$ cat src/rtl/memory_stage.sv
// memory_stage -- pipeline MEM stage of an RV32 core.
//
// Turns the EX/MEM effective address and forwarded store data into a
// req/gnt/rvalid data-memory access. Byte enables and store-lane replication
// are derived combinationally from the held MEM inputs. Load data is aligned
// and sign/zero-extended for MEM/WB. A stall is raised while an access is
// outstanding so that upstream registers hold.
//
// Ports:
//   clk, rst_n          clock, asynchronous active-low reset
//   MEM_valid_i         valid instruction in MEM
//   MEM_MemRead_i       load (wins when MemWrite is also set)
//   MEM_MemWrite_i      store
//   MEM_funct3_i        access width / signedness
//   MEM_alu_result_i    effective address
//   MEM_wr_data_i       store data
//   dmem_req_o          access request
//   dmem_we_o           write enable
//   dmem_addr_o         word-aligned address
//   dmem_be_o           byte enables
//   dmem_wdata_o        lane-replicated store data
//   dmem_gnt_i          request accepted this cycle
//   dmem_rvalid_i       read data valid
//   dmem_rdata_i        read word
//   MEM_rd_data_o       extended load result (live in rvalid cycle, else held)
//   MEM_stall_o         hold IF/ID/EX/MEM registers
//   MEM_misaligned_o    access suppressed (misaligned or illegal width)
module memory_stage #(
    parameter int DATA_WIDTH = 32,
    parameter int ADDR_WIDTH = 32
) (
    input  logic                  clk,
    input  logic                  rst_n,
    input  logic                  MEM_valid_i,
    input  logic                  MEM_MemRead_i,
    input  logic                  MEM_MemWrite_i,
    input  logic [2:0]            MEM_funct3_i,
    input  logic [ADDR_WIDTH-1:0] MEM_alu_result_i,
    input  logic [DATA_WIDTH-1:0] MEM_wr_data_i,
    output logic                  dmem_req_o,
    output logic                  dmem_we_o,
    output logic [ADDR_WIDTH-1:0] dmem_addr_o,
    output logic [3:0]            dmem_be_o,
    output logic [DATA_WIDTH-1:0] dmem_wdata_o,
    input  logic                  dmem_gnt_i,
    input  logic                  dmem_rvalid_i,
    input  logic [DATA_WIDTH-1:0] dmem_rdata_i,
    output logic [DATA_WIDTH-1:0] MEM_rd_data_o,
    output logic                  MEM_stall_o,
    output logic                  MEM_misaligned_o
);

    localparam logic [1:0] IDLE        = 2'd0;
    localparam logic [1:0] WAIT_GNT    = 2'd1;
    localparam logic [1:0] WAIT_RVALID = 2'd2;

    logic [1:0]            state_q, state_d;
    logic [DATA_WIDTH-1:0] hold_q;
    logic                  hold_load;
    logic [DATA_WIDTH-1:0] load_word;

    logic       mem_op, is_load, is_store, illegal, misalign, access;
    logic [1:0] off;
    logic [3:0] be_raw;

    // Align the addressed lane down to bit 0, then extend per funct3.
    function automatic logic [DATA_WIDTH-1:0] load_extend(
        input logic [2:0]            f3,
        input logic [1:0]            lane,
        input logic [DATA_WIDTH-1:0] word
    );
        logic [DATA_WIDTH-1:0] sh;
        sh = word >> {lane, 3'b000};
        case (f3)
            3'b000:  return {{(DATA_WIDTH-8){sh[7]}}, sh[7:0]};
            3'b100:  return {{(DATA_WIDTH-8){1'b0}}, sh[7:0]};
            3'b001:  return {{(DATA_WIDTH-16){sh[15]}}, sh[15:0]};
            3'b101:  return {{(DATA_WIDTH-16){1'b0}}, sh[15:0]};
            default: return word;
        endcase
    endfunction

    // Access decode (combinational from the held MEM inputs)
    assign off      = MEM_alu_result_i[1:0];
    assign mem_op   = MEM_valid_i & (MEM_MemRead_i | MEM_MemWrite_i);
    assign is_load  = MEM_MemRead_i;
    assign is_store = MEM_MemWrite_i & ~MEM_MemRead_i;

    // funct3[2] only means "unsigned" for loads, so stores accept 000..010.
    assign illegal  = is_load ? ((MEM_funct3_i == 3'b011) || (MEM_funct3_i[2:1] == 2'b11))
                              : (MEM_funct3_i > 3'b010);
    assign misalign = ((MEM_funct3_i[1:0] == 2'b01) && off[0]) ||
                      ((MEM_funct3_i[1:0] == 2'b10) && (off != 2'b00));

    assign MEM_misaligned_o = mem_op & (illegal | misalign);
    assign access           = mem_op & ~MEM_misaligned_o;

    always_comb begin
        case (MEM_funct3_i[1:0])
            2'b00:   be_raw = 4'b0001 << off;
            2'b01:   be_raw = 4'b0011 << {off[1], 1'b0};
            default: be_raw = 4'b1111;
        endcase
    end

    assign dmem_addr_o = {MEM_alu_result_i[ADDR_WIDTH-1:2], 2'b00};
    assign dmem_we_o   = access & is_store;
    assign dmem_be_o   = access ? be_raw : 4'b0000;

    always_comb begin
        case (MEM_funct3_i[1:0])
            2'b00:   dmem_wdata_o = {4{MEM_wr_data_i[7:0]}};
            2'b01:   dmem_wdata_o = {2{MEM_wr_data_i[15:0]}};
            default: dmem_wdata_o = MEM_wr_data_i;
        endcase
    end

    assign load_word = load_extend(MEM_funct3_i, off, dmem_rdata_i);

    // Handshake FSM
    always_comb begin
        state_d       = state_q;
        dmem_req_o    = 1'b0;
        MEM_stall_o   = 1'b0;
        MEM_rd_data_o = hold_q;
        hold_load     = 1'b0;
        case (state_q)
            IDLE: begin
                dmem_req_o = access;
                if (access) begin
                    if (dmem_gnt_i) begin
                        // Stores retire in the grant cycle; loads wait for data.
                        if (is_load) begin
                            state_d     = WAIT_RVALID;
                            MEM_stall_o = 1'b1;
                        end
                    end else begin
                        state_d     = WAIT_GNT;
                        MEM_stall_o = 1'b1;
                    end
                end
            end
            WAIT_GNT: begin
                dmem_req_o  = 1'b1;
                MEM_stall_o = 1'b1;
                if (dmem_gnt_i) begin
                    if (is_load) begin
                        state_d = WAIT_RVALID;
                    end else begin
                        state_d     = IDLE;
                        MEM_stall_o = 1'b0;
                    end
                end
            end
            WAIT_RVALID: begin
                MEM_stall_o = ~dmem_rvalid_i;
                if (dmem_rvalid_i) begin
                    MEM_rd_data_o = load_word;
                    hold_load     = 1'b1;
                    state_d       = IDLE;
                end
            end
            default: state_d = IDLE;
        endcase
    end

    // State and load-hold registers
    always_ff @(posedge clk or negedge rst_n) begin
        if (!rst_n) begin
            state_q <= IDLE;
            hold_q  <= '0;
        end else begin
            state_q <= state_d;
            if (hold_load) hold_q <= load_word;
        end
    end

endmodule

$ cat config.mk
export PLATFORM = sky130hd
export DESIGN_NAME = memory_stage
export DESIGN_NICKNAME = d
export VERILOG_FILES = /design/src/rtl/memory_stage.sv
export SDC_FILE = /design/constraint.sdc
export NUM_CORES = 1
export LEC_CHECK = 0
export ABC_CLOCK_PERIOD_IN_PS = 1400
export CORE_MARGIN = 5
export CORE_UTILIZATION = 32
export CTS_CLUSTER_DIAMETER = 120
export DETAILED_ROUTE_END_ITERATION = 8
export PLACE_DENSITY = 0.78
export SLEW_MARGIN = 25
export SYNTH_ARGS = -nofsm -noshare
export SYNTH_HDL_FRONTEND = slang
export SYNTH_SLANG_ARGS = --single-unit
export TNS_END_PERCENT = 30
$ cat constraint.sdc
create_clock -name clk -period 1.4 [get_ports clk]
set_input_delay 0.14 -clock clk [delete_from_list [all_inputs] [get_ports clk]]
set_output_delay 0.14 -clock clk [all_outputs]
set_load 0.02 [all_outputs]
==> metrics.md, run 1 <==
| Metric | Value |
|---|---|
| Tot Pwr | `6.37 mW` |
| CTS Root Cell | `clkbuf_8` |
| Initial Utilization | `~33%` |
| Remaining antenna violation count | `0` |
| Core box area | `between 9000 and 10000 um^2` |
| Switching share of total power | `39.3%` |
| Synth cell count leaders | `nand3_1, buf_4, nand2_1` |
| Slowest cell delay on critical path | `0.37 ns` |
| Top FF cell, synth | `dfrtp_1` |
| Syn Area/Cell | `between 8 and 9 um^2` |
| Largest area contributor in the netlist | `dfrtp_1` |
| DRC | `0` |
| Grt total ovfl | `0` |
| Die area | `~11000 um^2` |
| Most frequent CP cell | `buf_6` |
| Critical path required time | `between 1 and 1.5 ns` |
| Layout cell share with drive strength beyond 1 | `approximately 54%` |
| Clock tree buffer depth | `2` |
| Post-synth EDFFs | `0` |
| Row count | `35` |
| Worst skew pair latency | `approximately 0.29 ns` |
| Clock power share | `11.9%` |
| DRT Pass-1 Iters | `4` |
| Worst slew pin tran | `~0.67 ns` |
| Comb power frac | `approximately 63%` |
| Tcrit/Tclk final | `135%` |
| Synthesized area | `about 3000 um^2` |
| Routed wire length | `~13000 um` |
| First-pass GRT wire length | `19600 um` |
| Worst path arrival time | `approximately 1.8 ns` |
| Post-layout util | `roughly 64%` |
| Leakage power | `2.74 nW` |
| Clock buffer count from CTS | `5` |
| Crit path capture type | `output pin` |
| Vias in the first global route | `3752` |
| PwrDens | `roughly 1100 nW/um^2` |
| Reg2Reg Setup Slack | `-0.24 ns` |
| Vias/cell | `~5.3` |
| Wirelength per Cell | `around 19 um` |
| Slew HR | `roughly 55%` |
| TritonCTS clock tree | `yes` |
| Total track usage | `a little over a fifth` |
| Post-synth ARST share | `100%` |
| Cells after Synth | `360` |
| Count of final hold-check violations | `0` |
| Sink Count | `34` |
| Fmax | `roughly 530 MHz` |
| Register bit total from synthesis | `34` |
| Port Buffers | `147` |
| Most common cell in the netlist | `nand3_1` |
| RSZ-0062 raised after global routing | `yes` |
| Seq pwr share | `24.9%` |
| Fill cells | `approximately 710` |
| Post-synthesis sequential area ratio | `28.5%` |
| Hold_ws | `0.227 ns` |
| Die Span X | `~110 um` |
| Setup WS post-layout | `-0.496 ns` |
| GP Congestion | `~0.88` |
| Outcome | `finished, violations left` |
| Worst path cell trace | `nand3b_1, buf_6, buf_12, buf_8, a21oi_2, o21ai_2, o21a_1, buf_6` |
| Antenna cells | `0` |
| Yosys top cell area share | `approximately 28%` |
| Yosys cell types | `39` |
| Initial drt markers | `~180` |
| Antenna violations before repair | `0` |
| Worst Clk Skew | `around 0.0075 ns` |
| Layout area overhead | `95.6%` |
| WS Path Type | `register to output pin` |
| Failing checks | `negative setup slack` |
| Worst r2r src | `state_q[0]` |
| Top Ports | `210` |
| R2R depth | `10` |
| Yosys Warn Count | `0` |
| Detailed-route via count | `3577` |
| Maximum level of the CTS H-tree | `2` |
| HPWL after detailed placement | `slightly above 9000 um` |
| Pre-CTS WS | `-1.20 ns` |
| Switch Pwr | `roughly 2.5 mW` |
| Max stage delay cell, worst path | `dfrtp_1` |
| CP max FO | `6` |
| Die height | `107 um` |
| Pins over their slew limit | `0` |
| # setup viols final | `76` |
| Internal | `slightly below 4 mW` |
| Clock-pin slew on the worst setup and hold paths | `around 0.070 ns` |
| Total Nets Final | `671` |
| Worst IR Drop VDD | `~450 uV` |
| Maximum Capacitance Violations | `0` |
| Nature of the critical path startpoint | `register` |
| Final min period | `about 1.9 ns` |
| Largest net degree at the start of global routing | `35` |
| Area contributors post-synth | `dfrtp_1, buf_4, mux2_2` |
| Reg2reg end | `hold_q[12]` |
| Hold crit path type | `input port to asynchronous set/reset pin` |
how the worst max path moves through the flow:
stage | from | to | slack [ns] | depth (start not counted)
after floorplan | state_q[1] | MEM_rd_data_o[14] | -0.14 | 5
after detailed placement | MEM_alu_result_i[0] | MEM_rd_data_o[3] | -1.20 | 8
after global routing | state_q[0] | MEM_rd_data_o[0] | -0.57 | 8
final | state_q[0] | MEM_rd_data_o[4] | -0.50 | 8
after global placement | MEM_alu_result_i[0] | MEM_rd_data_o[2] | -1.11 | 8
after CTS | state_q[0] | MEM_rd_data_o[22] | -0.53 | 7
state kept, by name (all words and copies together) (netlist names):
signal / flops
state_q: 2
hold_q: 32
power by group through the flow:
| stage | logic [mW] | clock network [mW] | registers, mW |
|---|---|---|---|
| after detailed placement | 3.47 | 0 | 1.53 |
| after global routing | 4.26 | 0.830 | 1.62 |
| after global placement | 3.40 | 0 | 1.51 |
| after floorplan | 1.82 | 0 | 1.49 |
| after CTS | 3.86 | 0.783 | 1.55 |
| final | 4.02 | 0.759 | 1.59 |
through the flow:
stage | instance area, um^2 | setup TNS, ns | std cells
4_1_cts | 5630 | -22.80 | 673
3_3_place_gp | 4910 | -72.50 | 636
6_report | 5850 | -16.83 | 677
2_1_floorplan | 3050 | -3.42 | 361
3_5_place_dp | 4910 | -77.44 | 636
5_1_grt | 5850 | -21.34 | 677
logic make-up (layout without fill, tap and decap cells):
group	count (synthesis)	in the layout	synth area share, %
AND/OR/NAND/NOR	122	122	20.4
AO/OA/AOI/OAI	89	89	19.8
buffers and inverters	72	277	15.8
multiplexers	42	42	15.4
flip-flops	34	34	28.5
other	1	2	0.126
critical path: cells and delay by family, from the launching register on:
kind	cells	cell delay [ns]
AND/OR/NAND/NOR	1	0.21
buffers and inverters	4	0.56
AO/OA/AOI/OAI	3	0.32
flip-flops	1	0.37
cell usage in the layout, fill, tap and decap left out, drive strengths merged, types with 6 or more instances in the layout:
master and n:
dlygate4sd2 12, nand3b 11, nand3 49, nor2 10, a22oi 6, nand2 38
buf 168, clkbuf 18, o21a 15, dfrtp 34, a21oi 13, o211ai 10
o21ai 36, clkdlybuf4s15 6, clkdlybuf4s50 65, mux2 22, mux2i 19
repair_timing:
| item | in CTS | in global routing |
|---|---|---|
| setup buffers | 26 | 11 |
| pin swaps | 14 | 17 |
| cloned | 5 | 1 |
| endpoints found under the setup margin | 105 | 89 |
| hold buffers | 0 | 0 |
| gates resized for setup | 397 | 97 |
metal layers:
| layer | routed length (um) | vias to the layer above | GRT usage, % |
|---|---|---|---|
| li1 | - | 1665 | - |
| met1 | 4620 | 1738 | 23.6 |
| met2 | 7240 | 145 | 42.2 |
| met3 | 923 | 29 | 4.94 |
| met4 | 284 | 0 | 6.03 |
| met5 | 0 | - | 0 |
final cells by class:
class	instances	area (um^2)	share of cell area [%]
timing repair buffer	266	2560	43.7
multi-input combinational	255	2200	37.6
sequential	34	851	14.6
tap	111	139	2.38
clock buffer	7	86.3	1.48
inverter	3	11.3	0.193
clock inverter	1	5.00	0.0856
(Power assumes the default switching activity.)
==> run 2: changes to the inputs <==
Settings changed: CAP_MARGIN set to 20, SKIP_CTS_REPAIR_TIMING set to 1.
==> run 2 against run 1 <==
  * The run still ends with negative setup slack left
  * Wire length is 4.9% lower
  * Clock skew up 0.0022 ns
  * Register-to-register slack worse by 0.03 ns
  * Utilization decreased by 2.9 points
  * Combinational power shrank 6.7%
  * Power shrank 4.4%
  * Non-clock buffer count down 10
  * First-iteration DRC count grew 41%
  * Final cell count decreased by 1.5%
  * Sequential share of layout area increased by 0.69 points
==> metrics.md, run 2 (synthesis results as in run 1) <==
| Metric | Value |
|---|---|
| Hold_ws | `0.219 ns (was 0.227 ns)` |
| Worst path cell trace | `nand3b_1, nor3_2, o211ai_4, buf_12, nand3_1, buf_6 (was nand3b_1, buf_6, buf_12, buf_8, a21oi_2, o21ai_2, o21a_1, buf_6)` |
| Row count | `35 (unchanged)` |
| Worst r2r src | `state_q[0] (unchanged)` |
| Layout cell share with drive strength beyond 1 | `44.2% (was 53.9%)` |
| Failing checks | `negative setup slack (unchanged)` |
| Vias/cell | `5.32 (was 5.28)` |
| Remaining antenna violation count | `0 (unchanged)` |
| PwrDens | `1090 nW/um^2 (about the same)` |
| Fmax | `494 MHz (was 527 MHz)` |
| Die height | `107 um (unchanged)` |
| Max reg flops | `32 (unchanged)` |
| Clock buffer count from CTS | `5 (unchanged)` |
| Count of final hold-check violations | `0 (unchanged)` |
| WS Path Type | `register to output pin (unchanged)` |
| TNS Setup | `-20.07 ns (was -16.83 ns)` |
| Wirelength per Cell | `18.6 um (was 19.3 um)` |
| CP max FO | `30 (was 6)` |
| Final min period | `2.02 ns (was 1.90 ns)` |
| Clock tree buffer depth | `2 (unchanged)` |
| Crit path capture type | `output pin (unchanged)` |
| Biggest regs | `hold_q x32, state_q x2 (unchanged)` |
| DP Cell Count | `636 (unchanged)` |
| Crit. Startpoint | `state_q[0] (unchanged)` |
| Total track usage | `18.9% (was 21.8%)` |
| Tot Pwr | `6.08 mW (was 6.37 mW)` |
| Reg2reg end | `hold_q[2] (was hold_q[12])` |
| Antenna cells | `0 (unchanged)` |
| Fin area | `5580 um^2 (was 5850 um^2)` |
| Pins over their slew limit | `0 (unchanged)` |
| CP Capture Point | `MEM_rd_data_o[30] (was MEM_rd_data_o[4])` |
| Most common cell after layout, fill and taps aside | `buf_4 (unchanged)` |
| Grt total ovfl | `0 (unchanged)` |
| Critical path required time | `1.26 ns (about the same)` |
| Clock-pin slew on the worst setup and hold paths | `0.08 ns (was 0.07 ns)` |
| Top Ports | `210 (unchanged)` |
| Outcome | `finished, violations left (unchanged)` |
| DRT Pass-1 Iters | `5 (was 4)` |
| Port Buffers | `147 (unchanged)` |
| Worst slew pin tran | `0.522 ns (was 0.672 ns)` |
| Routed wire length | `12400 um (was 13100 um)` |
| TritonCTS clock tree | `yes (unchanged)` |
| Antenna violations before repair | `0 (unchanged)` |
| Maximum Capacitance Violations | `0 (unchanged)` |
| CTS Root Cell | `clkbuf_8 (unchanged)` |
| RSZ-0062 raised after global routing | `yes (unchanged)` |
| First-pass GRT wire length | `17100 um (was 19600 um)` |
| Placed Area | `4910 um^2 (unchanged)` |
| Commonest cells after routing, fill and taps aside | `buf_4, clkdlybuf4s50_1, nand3_1 (was buf_4, clkdlybuf4s50_1, buf_6)` |
| Initial drt markers | `250 (was 177)` |
| Worst path arrival time | `1.88 ns (was 1.76 ns)` |
| Detailed-route via count | `3548 (was 3577)` |
| Slowest cell delay on critical path | `0.38 ns (was 0.37 ns)` |
| Post-route insts no fill | `667 (was 677)` |
| Worst IR Drop VDD | `415 uV (was 452 uV)` |
| # setup viols final | `68 (was 76)` |
| Tcrit/Tclk final | `145% (was 135%)` |
| Largest net degree at the start of global routing | `35 (unchanged)` |
| Slew HR | `64.9% (was 54.7%)` |
| Largest reg by FF count | `hold_q (unchanged)` |
| Core box area | `9150 um^2 (unchanged)` |
| Reg2Reg Setup Slack | `-0.27 ns (was -0.24 ns)` |
| Die area | `11400 um^2 (unchanged)` |
| HPWL after detailed placement | `9170 um (unchanged)` |
| Initial Utilization | `32.6% (unchanged)` |
| Worst skew pair latency | `0.29 ns (about the same)` |
| R2R depth | `8 (was 10)` |
| Vias in the first global route | `3453 (was 3752)` |
| DRC | `0 (unchanged)` |
| Setup WS post-layout | `-0.624 ns (was -0.496 ns)` |
| GP Congestion | `0.879 (unchanged)` |
| Sink Count | `34 (unchanged)` |
| Die Span X | `107 um (unchanged)` |
| Maximum level of the CTS H-tree | `2 (unchanged)` |
| Nature of the critical path startpoint | `register (unchanged)` |
| Hold crit path type | `input port to asynchronous set/reset pin (unchanged)` |
| Layout area overhead | `86.8% (was 95.6%)` |
| Worst Clk Skew | `0.00966 ns (was 0.00750 ns)` |
| Total Nets Final | `661 (was 671)` |
| Max stage delay cell, worst path | `dfrtp_1 (unchanged)` |
| Leakage power | `2.82 nW (was 2.74 nW)` |
[run 2: critical path, delay by kind of cell (launching register included)]
| family | cells | cell delay [ns] |
|---|---|---|
| and+or+nand+nor | 3 | 0.76 |
| DFF | 1 | 0.38 |
| AOI/OAI and AO/OA | 1 | 0.11 |
| buffers and inverters | 2 | 0.31 |
[run 2: through the flow]
stage	worst slack [ns]	utilization [%]
after detailed placement	-1.20	53.6
after CTS	-1.21	54.6
after global placement	-1.11	53.6
after global routing	-0.720	61.0
after floorplan	-0.145	-
final	-0.624	61.0
[run 2: layout make-up]
class | instances | area, um^2
multi-input combinational | 255 | 1910
inverter | 3 | 11.3
clock buffer | 7 | 86.3
clock inverter | 1 | 5.00
tap | 111 | 139
timing repair buffer | 256 | 2580
fill | 745 | 3570
sequential | 34 | 851
[run 2: how the worst min path moves through the flow]
stage / end / slack [ns] / cells past startpoint
after detailed placement: dmem_addr_o[22] / 0.28 / 0
after CTS: hold_q[8] / 0.23 / 2
final: hold_q[8] / 0.22 / 2
after floorplan: hold_q[0] / -0.16 / 0
after global routing: state_q[0] / 0.24 / 2
after global placement: dmem_addr_o[22] / 0.28 / 0
[run 2: power by group]
part	internal (mW)	leakage (nW)	total [mW]	switching, mW
Combinational	1.97	2.35	3.75	1.78
Clock	0.397	0.0482	0.771	0.374
Sequential	1.38	0.425	1.56	0.185
[run 2: per-layer routing]
layer	global-route usage [%]	share of wire, %
met1	19.8	36
met2	35.9	54
met3	4.76	7.2
met4	7.49	3.2
met5	0	0
